File: src/rtl/vram_wr_arbiter.sv
// Single write port of the frame-buffer BRAM: round-robin A/B writes plus a full-canvas clear engine.
// Latency: request or clear step sampled at edge k shows as ack/we/waddr/wdata in cycle k+1.
// Backpressure: requests wait (no ack) during a clear or while vblank gating is closed.
module vram_wr_arbiter #(
  parameter int AW    = 15,
  parameter int H_LEN = 200,
  parameter int V_LEN = 150
) (
  input  logic          pclk,
  input  logic          rst,
  input  logic          vblank,
  input  logic          vb_only,
  input  logic          clr_start,
  input  logic [11:0]   clr_color,
  output logic          clr_busy,
  output logic          clr_done,
  input  logic          a_req,
  input  logic [AW-1:0] a_addr,
  input  logic [11:0]   a_data,
  output logic          a_ack,
  input  logic          b_req,
  input  logic [AW-1:0] b_addr,
  input  logic [11:0]   b_data,
  output logic          b_ack,
  output logic          we,
  output logic [AW-1:0] waddr,
  output logic [11:0]   wdata
);

  localparam int            DEPTH     = H_LEN * V_LEN;
  localparam logic [AW:0]   DEPTH_W   = (AW+1)'(DEPTH);
  localparam logic [AW-1:0] LAST_ADDR = AW'(DEPTH - 1);

  typedef enum logic {IDLE, CLEAR} state_t;

  state_t        state;
  logic          last_b;
  logic          sweep_end;
  logic [AW-1:0] cnt;
  logic [11:0]   clr_col;

  logic wr_ok, a_elig, b_elig, pick_a, pick_b, a_in_rng, b_in_rng;

  assign wr_ok    = !vb_only || vblank;
  // A requester acked this cycle is still holding req; skip it once.
  assign a_elig   = a_req && !a_ack;
  assign b_elig   = b_req && !b_ack;
  assign pick_b   = b_elig && (!a_elig || !last_b);
  assign pick_a   = a_elig && !pick_b;
  assign a_in_rng = {1'b0, a_addr} < DEPTH_W;
  assign b_in_rng = {1'b0, b_addr} < DEPTH_W;

  always_ff @(posedge pclk or posedge rst) begin
    if (rst) begin
      state     <= IDLE;
      last_b    <= 1'b1;
      sweep_end <= 1'b0;
      cnt       <= '0;
      clr_col   <= '0;
      clr_busy  <= 1'b0;
      clr_done  <= 1'b0;
      a_ack     <= 1'b0;
      b_ack     <= 1'b0;
      we        <= 1'b0;
      waddr     <= '0;
      wdata     <= '0;
    end else begin
      we       <= 1'b0;
      a_ack    <= 1'b0;
      b_ack    <= 1'b0;
      clr_done <= 1'b0;
      case (state)
        IDLE: begin
          if (clr_start) begin
            state     <= CLEAR;
            clr_col   <= clr_color;
            cnt       <= '0;
            sweep_end <= 1'b0;
            clr_busy  <= 1'b1;
          end else if (wr_ok && (pick_a || pick_b)) begin
            last_b <= pick_b;
            // Out-of-range writes are acked but dropped; waddr/wdata keep their last value.
            if (pick_a) begin
              a_ack <= 1'b1;
              if (a_in_rng) begin
                we    <= 1'b1;
                waddr <= a_addr;
                wdata <= a_data;
              end
            end else begin
              b_ack <= 1'b1;
              if (b_in_rng) begin
                we    <= 1'b1;
                waddr <= b_addr;
                wdata <= b_data;
              end
            end
          end
        end
        CLEAR: begin
          if (sweep_end) begin
            state    <= IDLE;
            clr_busy <= 1'b0;
            clr_done <= 1'b1;
          end else if (wr_ok) begin
            we    <= 1'b1;
            waddr <= cnt;
            wdata <= clr_col;
            if (cnt == LAST_ADDR) sweep_end <= 1'b1;
            else                  cnt       <= cnt + 1'b1;
          end
        end
        default: state <= IDLE;
      endcase
    end
  end

endmodule

File: config.mk
export PLATFORM = sky130hd
export DESIGN_NAME = vram_wr_arbiter
export DESIGN_NICKNAME = d
export VERILOG_FILES = /design/src/rtl/vram_wr_arbiter.sv
export SDC_FILE = /design/constraint.sdc
export NUM_CORES = 1
export LEC_CHECK = 0
export CAP_MARGIN = 20
export CORE_MARGIN = 2
export CORE_UTILIZATION = 47
export CTS_CLUSTER_DIAMETER = 100
export CTS_CLUSTER_SIZE = 24
export DETAILED_ROUTE_END_ITERATION = 7
export PLACE_DENSITY = 0.92
export SETUP_SLACK_MARGIN = 0.15
export SYNTH_ARGS = -nofsm -noshare
export SYNTH_HDL_FRONTEND = slang
export SYNTH_SLANG_ARGS = --single-unit
File: constraint.sdc
create_clock -name pclk -period 2.5 [get_ports pclk]
set_input_delay 0.75 -clock pclk [delete_from_list [all_inputs] [get_ports pclk]]
set_output_delay 0.75 -clock pclk [all_outputs]
set_load 0.01 [all_outputs]
==> metrics.yaml <==
outcome: "complete, no violations"
final_cell_mix: "clkdlybuf4s50_1, nand2_1, dfrtp_1, o21ai_0, mux2i_1"
grt_max_degree: 63
synth.distinct_cells: 44
cts_buffers: 9
yosys.area.top_type_share: 0.465
min-delay-path-class: "register to register"
worstMarginPinSlew_ps: 373
io_buffers: 104
yosysSeqAreaShare: 0.473
wire_per_inst_um: 17.1
die_area_sq_mm: 0.00766
drt_iter0_markers: 172
avgSynthCellArea_sq_um: 9.94
synth-seq-cells: 62
clockBufferDepth: 2
die_y_um: 87.5
endpoint_kind: "register"
synth_top_area_cell: "dfrtp_1"
tns_ps: 0
core_sq_mm: 0.00676
insertion_delay_ps: 340
setup_violations: 0
synth_edf_count: 0
antennaDiodeCount: 0
die_w_um: 87.5
drc_errors: 0
hpwlAfterDp_mm: 6.49
synth.area.top_cells: "dfrtp_1, mux2i_1, nand2_1"
via_per_inst: 5.57
nets: 522
area_delta_synth_final_pct: 44.5
firstDrtPassIters: 5
grt_pass1_vias: 3079
synth_cells: 330
worstPathArrival_ps: 2550
final_common_cell: "clkdlybuf4s50_1"
num_vias: 2969
grt_pass1_wl_mm: 14.6
globalRouteOverflowTotal: 0
rsz0062_at_grt: "yes"
start_util: 0.485
cts-root-buf: "clkbuf_8"
p_per_area_mw_per_mm2: 897
synthFlopType: "dfrtp_1"
cp.required_ps: 2720
rows: 30
clk_transition_reported_paths_ps: 70
postCtsSetupBuffers: 0
hold_viol: 0
grt_usage: 0.250
ir_worst_vdd_v: 0.000588
drive_above_1_share: 0.168
antenna_found_initial: 0
fin_crit_ps: 2330
fin_skew_ps: 8.67
max_freq_mhz: 429
syn-cell-area_sq_mm: 0.00328
post_layout_nonfiller_instances: 533
cts_tree: "yes"
pin_count: 105
period_share: 0.933
wirelength_mm: 9.10
slew_viol_final: 0
h-tree-depth: 3
path_class: "input pin to register"
crit_path_start_kind: "input pin"
dp.cells: 517
maxCapViolCount: 0
critPathMaxFanout: 17
leakagePower_nw: 2.07
synthArstFlopShare: 1.00
place_congestion: 0.852
drtAntennaViolNets: 0
cts.sinks: 62
slew_headroom: 0.749
syn_nets: 404
yosys_warnings: 0
n_fill_cell: 479
## routing by layer
metal,part of all wire,vias up,global-route usage
li1,-,1394,-
met1,0.40,1436,0.302
met2,0.51,109,0.430
met3,0.052,30,0.0471
met4,0.039,0,0.124
met5,0,-,0
## cells by family (layout without fill, tap and decap cells)
logic type | after synthesis | after routing | share of synthesized area
AND/OR/NAND/NOR | 126 | 126 | 0.192
XOR/XNOR | 2 | 2 | 0.00534
buffers and inverters | 22 | 145 | 0.0355
multiplexers | 55 | 55 | 0.180
AO/OA/AOI/OAI | 62 | 62 | 0.110
flip-flops | 62 | 62 | 0.473
adder cells (fa/ha/maj) | 1 | 1 | 0.00381
## synth_stat cells (5+ instances only)
library cell	n
a21oi_1	10
nor2_1	8
or3_1	9
o21ai_1	7
nand3_1	5
o21ai_0	29
a21oi_2	5
buf_4	5
inv_1	5
nand2_1	72
mux2_2	20
dfrtp_1	61
nand2b_1	5
mux2i_1	27
mux2_1	7
nor2b_1	5
clkbuf_1	9
## registers in the layout, indices dropped and copies added (netlist names), 12 cells and up
register,cells
cnt,15
waddr,15
clr_col,12
wdata,12
## what timing repair did
item / 4_1_cts / 5_1_grt
hold buffers: 0 / 0
gates resized for setup: 1 / 2
setup endpoints to repair: 2 / 2
gates cloned: 0 / 0
## metrics by stage
stage	cell area (sq um)	total power, mW	setup WS (ps)	utilization	hold slack, ps
after floorplan	3280	2.47	210	-	446
after global placement	4510	3.18	-40.8	0.668	459
after detailed placement	4510	3.27	-171	0.668	462
after CTS	4730	4.27	191	0.700	479
after global routing	4740	4.50	136	0.701	495
final	4740	4.25	166	0.701	475
## final timing paths
path,cells after the start,to,start,slack (ps)
min reg2reg,2,clr_col[4],clr_col[4],470
max reg2reg,6,cnt[3],cnt[9],560
min in group asynchronous,3,clr_col[8],rst,790
max in group asynchronous,3,last_b,rst,1400
min,2,clr_col[4],clr_col[4],470
max,7,waddr[1],a_addr[8],170
## area by class of cell
class,count,area (sq um),area share
sequential,62,1550,0.328
inverter,5,18.8,0.00396
multi-input combinational,246,1620,0.342
clock inverter,4,70.1,0.0148
clock buffer,12,145,0.0306
timing repair buffer,124,1230,0.260
tap,80,100,0.0211
## where the power goes
| part | switching, mW | leakage, nW | internal (mW) | total, mW |
|---|---|---|---|---|
| logic | 0.788 | 1.16 | 0.941 | 1.73 |
| clock network | 0.386 | 0.110 | 0.586 | 0.972 |
| registers | 0.214 | 0.797 | 1.34 | 1.55 |
## worst max-delay path, stage by stage
cell             delay (ps)
clkdlybuf4s50_1         500
nand2_1                  80
o21ai_0                 340
nand4_1                 210
nand3_4                 150
buf_12                  170
mux2_2                  360
No activity file was read; power rests on OpenSTA's default activity.
